## config.mk

```make
export PLATFORM = sky130hd
export DESIGN_NAME = sprite_motion_ctrl
export DESIGN_NICKNAME = d
export VERILOG_FILES = /design/src/rtl/sprite_motion_ctrl.sv
export SDC_FILE = /design/constraint.sdc
export NUM_CORES = 1
export LEC_CHECK = 0
export ABC_AREA = 1
export CAP_MARGIN = 5
export CORE_ASPECT_RATIO = 1.1
export CORE_MARGIN = 1
export CORE_UTILIZATION = 60
export DETAILED_ROUTE_END_ITERATION = 10
export PLACE_DENSITY = 0.92
export SLEW_MARGIN = 20
export SYNTH_ARGS = -nofsm -noshare
export SYNTH_HDL_FRONTEND = slang
export SYNTH_SLANG_ARGS = --single-unit
```

## constraint.sdc

```tcl
create_clock -name pixel_clk -period 4.5 [get_ports pixel_clk]
set_input_delay 1.35 -clock pixel_clk [delete_from_list [all_inputs] [get_ports pixel_clk]]
set_output_delay 1.35 -clock pixel_clk [all_outputs]
set_load 0.005 [all_outputs]
```

## src/rtl/sprite_motion_ctrl.sv

```systemverilog
// Horizontal sprite motion controller: steps a sprite across the screen at a
// programmable rate, wrapping or bouncing at the edges, and cycles animation frames.
module sprite_motion_ctrl #(
    parameter int TICK_DIV = 5000000,
    parameter int N_FRAMES = 5,
    parameter int FRAME_W  = 3,
    parameter int STEP_X   = 20,
    parameter int X_MAX    = 640,
    parameter int SPRITE_W = 64,
    parameter int Y_POS    = 300,
    parameter int X_W      = 10,
    parameter int Y_W      = 9
) (
    input  logic               pixel_clk,
    input  logic               reset,
    input  logic               run_i,
    input  logic               mode_i,
    input  logic [1:0]         speed_i,
    output logic [FRAME_W-1:0] action_sel_o,
    output logic [X_W-1:0]     pos_x_o,
    output logic [Y_W-1:0]     pos_y_o,
    output logic               dir_o,
    output logic               step_o,
    output logic               edge_o
);

    localparam int X_LIMIT = X_MAX - SPRITE_W;
    localparam int CNT_W   = $clog2(TICK_DIV + 1);
    localparam logic [FRAME_W-1:0] LAST_FRAME = FRAME_W'(N_FRAMES - 1);

    typedef enum logic {IDLE, MOVE} state_t;

    state_t             state_q;
    logic [CNT_W-1:0]   cnt_q;
    logic [FRAME_W-1:0] action_q;
    logic [X_W-1:0]     pos_x_q;
    logic               dir_q;
    logic               step_q;
    logic               edge_q;

    logic [CNT_W-1:0]   period;
    logic [CNT_W-1:0]   term;
    logic               tick;
    logic [X_W:0]       pos_ext;
    logic [X_W:0]       pos_sum;
    logic [X_W:0]       step_ext;
    logic [X_W:0]       limit_ext;
    logic [X_W-1:0]     pos_x_d;
    logic               dir_d;
    logic               edge_d;

    // The >= lets a speed increase that strands cnt above the new terminal fire at once.
    always_comb begin
        period = CNT_W'(TICK_DIV) >> speed_i;
        term   = (period == '0) ? '0 : period - 1'b1;
        tick   = (state_q == MOVE) && (cnt_q >= term);
    end

    // Next position if a tick were applied this cycle; one extra bit keeps the sum exact.
    always_comb begin
        // NOTE: every output of this block gets a default first, so no latch is inferred.
        step_ext  = (X_W+1)'(STEP_X);
        limit_ext = (X_W+1)'(X_LIMIT);
        pos_ext   = {1'b0, pos_x_q};
        pos_sum   = pos_ext + step_ext;
        pos_x_d   = pos_x_q;
        dir_d     = dir_q;
        edge_d    = 1'b0;
        if (!mode_i) begin
            dir_d = 1'b0;
            if (pos_sum > limit_ext) begin
                pos_x_d = '0;
                edge_d  = 1'b1;
            end else begin
                pos_x_d = pos_sum[X_W-1:0];
            end
        end else if (!dir_q) begin
            if (pos_sum >= limit_ext) begin
                pos_x_d = X_W'(X_LIMIT);
                dir_d   = 1'b1;
                edge_d  = 1'b1;
            end else begin
                pos_x_d = pos_sum[X_W-1:0];
            end
        end else begin
            if (pos_ext <= step_ext) begin
                pos_x_d = '0;
                dir_d   = 1'b0;
                edge_d  = 1'b1;
            end else begin
                pos_x_d = pos_x_q - X_W'(STEP_X);
            end
        end
    end

    always_ff @(posedge pixel_clk) begin
        // NOTE: non-blocking assignments so every register samples pre-edge values.
        if (reset) begin
            state_q  <= IDLE;
            cnt_q    <= '0;
            action_q <= '0;
            pos_x_q  <= '0;
            dir_q    <= 1'b0;
            step_q   <= 1'b0;
            edge_q   <= 1'b0;
        end else begin
            case (state_q)
                IDLE: begin
                    cnt_q    <= '0;
                    action_q <= '0;
                    step_q   <= 1'b0;
                    edge_q   <= 1'b0;
                    if (run_i) state_q <= MOVE;
                end
                MOVE: begin
                    // A tick on the cycle run drops is still applied before leaving.
                    if (tick) begin
                        cnt_q    <= '0;
                        action_q <= (action_q == LAST_FRAME) ? '0 : action_q + 1'b1;
                        pos_x_q  <= pos_x_d;
                        dir_q    <= dir_d;
                        step_q   <= 1'b1;
                        edge_q   <= edge_d;
                    end else begin
                        cnt_q    <= cnt_q + 1'b1;
                        step_q   <= 1'b0;
                        edge_q   <= 1'b0;
                    end
                    if (!run_i) state_q <= IDLE;
                end
                default: state_q <= IDLE;
            endcase
        end
    end

    assign action_sel_o = action_q;
    assign pos_x_o      = pos_x_q;
    assign pos_y_o      = Y_W'(Y_POS);
    assign dir_o        = dir_q;
    assign step_o       = step_q;
    assign edge_o       = edge_q;

endmodule

```

After elaboration in Yosys (flattened, before gate mapping)

Index checks and enable logic that the tools add are counted.

Register bits after elaboration: 40
Bits in latches: 0
Bits in writable memories: 0
ROM bits: 0
Input bits: 6
Output and inout port bits: 25
Logic and storage cells: 47
Memories: 0

$add $sub $neg: 5
$mul: 0
Divide/modulo/power cells: 0
Order comparisons: 4
Eq/ne operators: 2
Shifts and indexed selects: 1
Mux-type cells: 24
Bitwise logic cells: 1
Reduce and logical (&&, ||, !) cells: 3

Operators with widths:

| operator              | number |
|---|---|
| $mux 10               | 5 |
| $mux 23               | 2 |
| $pmux 23 s2           | 1 |
| $add 23x1->23 const B | 1 |
| $ge 23x23->1          | 1 |
| $logic_not 23->1      | 1 |
| $shr 23x2->23 const A | 1 |
| $sub 23x1->23 const B | 1 |
| $add 10x5->11 const B | 1 |
| $ge 11x10->1 const B  | 1 |
| $gt 11x10->1 const B  | 1 |
| $mux 1                | 11 |
| $le 10x5->1 const B   | 1 |
| $sub 10x5->10 const B | 1 |
| $mux 3                | 2 |
| $pmux 3 s2            | 1 |
| $pmux 1 s2            | 2 |
| $add 3x1->3 const B   | 1 |
| $eq 3x3->1 const B    | 1 |
| $ne 2x1->1 const B    | 1 |
| $reduce_and 2->1      | 1 |
| $logic_and 1x1->1     | 1 |
| $not 1->1             | 1 |

Depth between registers and ports, before layout

Depth in word-level cells: 7
Gate-level depth with buffers: 17
Gate-level depth less buffers: 16

Least setup slack after synthesis

No wires, ideal clock.

Kind: input-to-reg
Start point: input speed_i[1]
End point: register cnt_q[10]
Library setup time: 70 ps
Arrival time: 3051 ps
Data required time: 4430 ps
Slack: 1379 ps
Cell stages on the path: 14
Path buffers: 1
Cells stage by stage: inv_1 -> ha_1 -> inv_1 -> ha_1 -> nand2_1 -> o21ai_0 -> nand3_1 -> nand2_1 -> nor2_1 -> nand2_1 -> nand2_2 -> nand3_2 -> buf_2 -> a21oi_1

Word-level cells in the longest chain between the ends: 7
Elaborated cells on any way between the ends: 8
Those cells by class: add/sub: 1; order compare: 1; shift: 1; mux: 3; reduce/logical: 2

Ends and longest elaborated chain:

| element                                           | RTL line | source |
|---|---|---|
| start, declared                                   | 18       | `input logic [1:0] speed_i,` |
| $shr 23x2->23 (*)                                 | 54       | `period = CNT_W'(TICK_DIV) >> speed_i;` |
| $sub 23x1->23 or $logic_not 23->1 (tied branches) | 55       | `term = (period == '0) ? '0 : period - 1'b1;` |
| $mux 23 (*)                                       | 55       |  |
| $ge 23x23->1 (*)                                  | 56       | `tick = (state_q == MOVE) && (cnt_q >= term);` |
| $logic_and 1x1->1 (*)                             | 56       |  |
| $mux 23 (*)                                       | 117      | `if (tick) begin` |
| $pmux 23 s2 (*)                                   | 107      | `case (state_q)` |
| end signal, assigned                              | 125      | `cnt_q <= cnt_q + 1'b1;` |
| end, declared                                     | 34       | `logic [CNT_W-1:0] cnt_q;` |

Mark *: on every way between the ends. The rest lies on a longest branch, timed or not.
A chain may end at the register's enable or synchronous reset.

Worst setup path after layout

Start point: input speed_i[1]
End point: register action_q[0], in the netlist action_sel_o[0]

Word-level cells in the longest chain between the ends: 6
Elaborated cells on any way between the ends: 7
Those cells by class: add/sub: 1; order compare: 1; eq/ne: 1; shift: 1; mux: 1; reduce/logical: 2

Ends and longest elaborated chain:

| element                                           | RTL line | source |
|---|---|---|
| $shr 23x2->23 (*)                                 | 54       |  |
| $sub 23x1->23 or $logic_not 23->1 (tied branches) | 55       |  |
| $mux 23 (*)                                       | 55       |  |
| $ge 23x23->1 (*)                                  | 56       |  |
| $logic_and 1x1->1 (*)                             | 56       |  |
| $ne 2x1->1 (no line) (*)                          | --       |  |
| end signal, assigned                              | 119      | `action_q <= (action_q == LAST_FRAME) ? '0 : action_q + 1'b1;` |
| end, declared                                     | 35       | `logic [FRAME_W-1:0] action_q;` |

Marked as above.

==> impl_results.md <==
- TritonCTS Sinks: 38
- DRT antenna net count: 0
- Final Non-Filler Cells: 518
- Fmax: 243.3 MHz
- Detail Placement HPWL: 5024 um
- Hold Crit Start: cnt_q[0]
- Register area share after synthesis: 0.2576
- Hold Vio Cnt, Final: 0
- Synthesized instance count: 439
- GP Congestion: 0.8841
- R2R cell count: 10
- Post-synth ARST share: 0
- Status: finished clean
- Worst-margin pin slew: 0.5375 ns
- Synthesized area per cell: 6.726 um^2
- Setup CP Type: in2reg
- Crit. End Element: flop
- R2r startpoint: cnt_q[18]
- Final Power: 0.0006306 W
- Standard-cell rows: 26
- CTS tree: built
- Family with the most delay on the worst path: simple AND/OR/NAND/NOR gates
- CTS clk-pin slew, worst paths: 0.08 ns
- Synth top area cells: dfxtp_1, ha_1, nand2_1
- # fillers: 392
- Hold Slack: 0.4770 ns
- Worst hold endpoint: cnt_q[0]
- GRT overflow: 0
- Die area: 5206 um^2
- TritonRoute pass-1 iters: 5
- CP bufs+invs: 3
- CP max stage delay: 0.61 ns
- PostCTS Resize Cnt: 0
- Synth area leader: dfxtp_1
- Slowest CP cell: clkdlybuf4s50_1
- Setup Viol. Count Final: 0
- Number of synthesized register bits: 38
- Total core area: 4684 um^2
- Vias per std cell: 5.415
- Initial DRC count: 212
- Number of global-route vias before repair: 2,557
- Startpoint types: primary input
- Most frequent cell after synthesis: nand2_1
- Post-route setup TNS: 0 ns
- Die height: 75.58 um
- Tmin final: 4.110 ns
- CTS max path bufs: 2
- H-tree depth: 2
- Diodes inserted: 0
- Unrepaired setup endpoints after global routing: false
- I/O Pins: 31
- IO Port Bufs: 19
- CP Data Arrival Time: 4.32 ns
- Worst reg-to-reg setup slack: 2.18 ns
- Final Slew Violations: 0
- Reg2reg end: action_sel_o[0]
- Cells after DPL: 510
- Layout cell share with drive strength beyond 1: 0.08874
- Clk_lat worst skew: 0.30 ns
- Clock skew: 0.007511 ns
- Crit-path max FO: 26
- Largest net degree at the start of global routing: 27
- Post-CTS Setup Bufs: 0
- MaxCap Viol Count: 0
- Clk root buf: clkbuf_8
- Final worst path period share: 0.9134
- Yosys warnings: 0
- Final #Nets: 502
- Hold path cells: 1
- Prevailing post-synth register cell: dfxtp_1
- Global-route wire length before repair: 10,680 um
- Power per Cell Area: 194.0 nW/um^2
- Most used cell, CP: nand2_1
- GRT Total Usage: 0.2715
- Required time worst endpoint: 4.71 ns
- Netlist cell types: 34
- Post-synthesis cell area: 2953 um^2
- Area growth syn-to-layout: 10.08%
- VDD IR max: 0.0001407 V
- Post-synth EDFFs: 0
- Max_slew headroom: 0.6412
- Die Span X: 68.89 um
- Total wire length: 6414 um
- Top cells by count, synth: nand2_1, inv_1, nor2_1, dfxtp_1, ha_1
- Antenna violations before repair: 0
- Post-synth top area share: 0.2576
- CTS Buf Count: 5
- Critical Path, Cell by Cell: clkdlybuf4s50_1 -> inv_1 -> ha_1 -> inv_1 -> ha_1 -> nand2_1 -> o21ai_0 -> nand3_1 -> nand2_1 -> nor2_1 -> nand2_1 -> nand2_2 -> nand3_2 -> o21ai_0
- Cts hold-fix bufs: 0
- # DRC: 0
- WL per Instance: 12.38 um
- Hold Path Class: reg2reg
- Initial Util: 0.6303
- Lkg Pwr: 1.459 nW
- Via count: 2,805
==> metrics by stage <==
step                instance area, um^2  worst slack, ns    util
floorplan                          2990            1.379       -
global placement                   3156           0.3337  0.6736
detailed placement                 3156          0.08112  0.6736
CTS                                3251           0.4286  0.6939
global route                       3251          0.07557  0.6939
finish                             3251           0.3898  0.6939
==> per-layer routing <==
layer | vias up | track usage | routed length (um)
met4 | 0 | 0.1020 | 118
met3 | 10 | 0.03892 | 230
met2 | 67 | 0.4951 | 3199
met1 | 1299 | 0.3160 | 2866
li1 | 1429 | - | -
met5 | - | 0 | 0
==> worst reg2reg max path: cells and delay by family, from the launching register on <==
kind | cells | cell delay (ns)
fa+ha+maj | 1 | 0.29
flops | 1 | 0.46
compound gates | 3 | 0.60
simple gates | 6 | 0.87
==> registers in the layout, indices dropped and copies added, names as in the netlist <==
| register | count |
|---|---|
| cnt_q | 23 |
| pos_x_o | 8 |
| action_sel_o | 3 |
| dir_o | 1 |
| edge_o | 1 |
| state_q | 1 |
| step_o | 1 |
==> worst max path at each step <==
| stage | from | endpoint | depth (start not counted) |
|---|---|---|---|
| CTS | speed_i[1] | action_sel_o[1] | 14 |
| floorplan | speed_i[1] | cnt_q[10] | 14 |
| finish | speed_i[1] | action_sel_o[0] | 14 |
| detailed placement | speed_i[1] | action_sel_o[1] | 14 |
| global placement | speed_i[1] | action_sel_o[1] | 14 |
| global route | speed_i[1] | action_sel_o[1] | 14 |
==> cells by family (layout without fill, tap and decap cells) <==
group,Yosys count,count (layout),share of synthesized area
AND/OR/NAND/NOR,223,223,0.3453
buffers and inverters,72,85,0.1076
AO/OA/AOI/OAI,57,57,0.1030
flip-flops,38,38,0.2576
adder cells (fa/ha/maj),35,35,0.1483
XOR/XNOR,12,12,0.03559
other,2,12,0.002543
==> area by class of cell <==
cell class,instances,area [um^2],area share
clock buffers,6,82.58,0.02540
clock inverters,2,12.51,0.003849
inverters,57,215.2,0.06620
multi-input cells,339,1912,0.5881
flip-flops and latches,38,760.7,0.2340
well taps,56,70.07,0.02156
repair buffers,20,197.7,0.06082
==> layout by cell type (no fill, tap or decap), types with 2 or more instances in the layout <==
cell type        count
o21ai_1              4
nand2_2              7
conb_1              12
nor3_1              12
a21oi_1             31
clkbuf_8             6
or2_2                5
nand3_2              2
o21a_1               2
nand2_4              3
nor2_2               6
xnor2_1              5
nand3_1             24
nor2_1              49
ha_1                35
nand4_1              9
clkdlybuf4s50_1     19
xor2_1               7
o22ai_1              2
inv_2                3
o21ai_0             15
dfxtp_1             38
clkinv_2             2
inv_1               53
nand2_1            100
==> report_power, final <==
group / total (W) / switching, W / internal [W]
Sequential: 0.000338 / 0.00000114 / 0.000337
Combinational: 0.0000439 / 0.0000292 / 0.0000148
Clock: 0.000249 / 0.000126 / 0.000123
(Power assumes the default switching activity.)
==> RTL change (same settings) <==
Reset style: asynchronous (`reset`), changed in one clocked block.
--- a/src/rtl/sprite_motion_ctrl.sv
+++ b/src/rtl/sprite_motion_ctrl.sv
@@ -93,7 +93,7 @@
         end
     end
 
-    always_ff @(posedge pixel_clk) begin
+    always_ff @(posedge pixel_clk or posedge reset) begin
         // NOTE: non-blocking assignments so every register samples pre-edge values.
         if (reset) begin
             state_q  <= IDLE;
Behaviour: no difference found for any inputs over 10 cycles, from zero or initial values and one cycle with reset high; that may be too few to reach the edited logic, so the function may still have changed.
==> RTL change against the unedited design <==
The run now ends with DRC left; sequential cell count unchanged; cell area up 7.5%; maximum frequency up 8.9%; worst setup slack better by 0.34 ns; count of clock-buffer cells in the layout stayed put; wire length up 9.3%; synthesized cell count is 0.46% lower; area after synthesis is 7.4% higher; total power grew 21%; critical path type unchanged; critical endpoint is now pos_x_o[4]$_DFFE_PP0P_; largest cell class unchanged; highest routed layer unchanged.
==> RTL change: results (changes against the unedited design) <==
RR_STARTPOINT='cnt_q[0]$_DFF_PP0_'  # was cnt_q[18]$_SDFF_PP0_
P_SW_SHARE_PCT=21.39  # was 24.71%
NETLIST_TOP_CELLS_AREA='sky130_fd_sc_hd__dfrtp_1, sky130_fd_sc_hd__ha_1, sky130_fd_sc_hd__nand2_1'  # was sky130_fd_sc_hd__dfxtp_1, sky130_fd_sc_hd__ha_1, sky130_fd_sc_hd__nand2_1
GRT_START_MAX_NET_PINS=39  # was 27
CRITICAL_PATH_FANOUTS_MAX=17  # was 26
FAILED_CHECKS='DRC'
STATUS='finished, violations left'  # was finished, final reports clean
YOSYS-TOP-CELLS-COUNT='sky130_fd_sc_hd__nand2_1, sky130_fd_sc_hd__inv_1, sky130_fd_sc_hd__nor2_1'  # unchanged
DETAILED_PLACE_HPWL_UM=5490  # was 5024 µm
DRT_FIRST_ITER_VIOLATIONS=163  # was 212
AVGROUTEDWIREPERCELL_UM=13.59  # was 12.38 µm
SKEW_NS=0.007841  # was 0.007511 ns
WORSTSETUPENDPOINT='pos_x_o[4]$_DFFE_PP0P_'  # was action_sel_o[0]$_SDFFE_PP0P_
MULTIINPUTGATEAREA_MM2=0.001902  # was 0.001912 mm²
DRT_DRC_VIOLATIONS_LEFT=1  # was 0
POWER.IR.VDD_WORST_uV=121.7  # was 140.7 µV
GRT_USE_MET3_PCT=3.081  # was 3.892%
SWITCHINGPOWER_mW=0.1626  # was 0.1558 mW
DETAILEDROUTE.FIRSTPASSITERATIONCOUNT=8  # was 5
FIRST_GLOBAL_VIAS=2798  # was 2,557
REG2REG_TO='cnt_q[20]$_DFF_PP0_'  # was action_sel_o[0]$_SDFFE_PP0P_
SYNTH-ADDER-AREA-SHARE_PCT=13.81  # was 14.83%
GRT_FIRST_PASS_WIRELENGTH_UM=11980  # was 10,680 µm
CRITPATHARRIVALTIME_NS=3.95  # was 4.32 ns
WHS_NS=0.5703  # was 0.4770 ns
YOSYSSEQAREASHARE_PCT=29.98  # was 25.76%
POST-PLACE-WS_NS=0.4217  # was 0.08112 ns
MET2_USAGE_PCT=49.81  # was 49.51%
GRTUSAGETOTAL_PCT=27.36  # was 27.15%
R2R_SETUP_SLK_NS=2.38  # was 2.18 ns
[RTL change: cell count changes in the layout (fill, tap and decap cells not counted), moves of 3 or more]
cell                      unedited run  this run
sky130_fd_sc_hd__nand3_1            24        20
sky130_fd_sc_hd__or2_2               5         0
sky130_fd_sc_hd__nand4_1             9        15
sky130_fd_sc_hd__dfrtp_1             0        38
sky130_fd_sc_hd__a21oi_1            31        20
sky130_fd_sc_hd__nand2_1           100       103
sky130_fd_sc_hd__dfxtp_1            38         0
sky130_fd_sc_hd__o21ai_0            15        11
[RTL change: area by class of cell]
| cell class | count | area share (%) |
|---|---|---|
| inverter | 59 | 6.337 |
| timing repair buffer | 21 | 5.872 |
| clock inverter | 2 | 1.719 |
| tap | 58 | 2.077 |
| clock buffer | 6 | 2.363 |
| multi-input combinational | 332 | 54.42 |
| sequential | 38 | 27.21 |
[RTL change: per-layer routing]
metal  part of all wire (%)  routed length, µm
met5                      0                  0
met4                    2.6                181
met3                    2.8                193
met2                     53               3737
met1                     41               2898
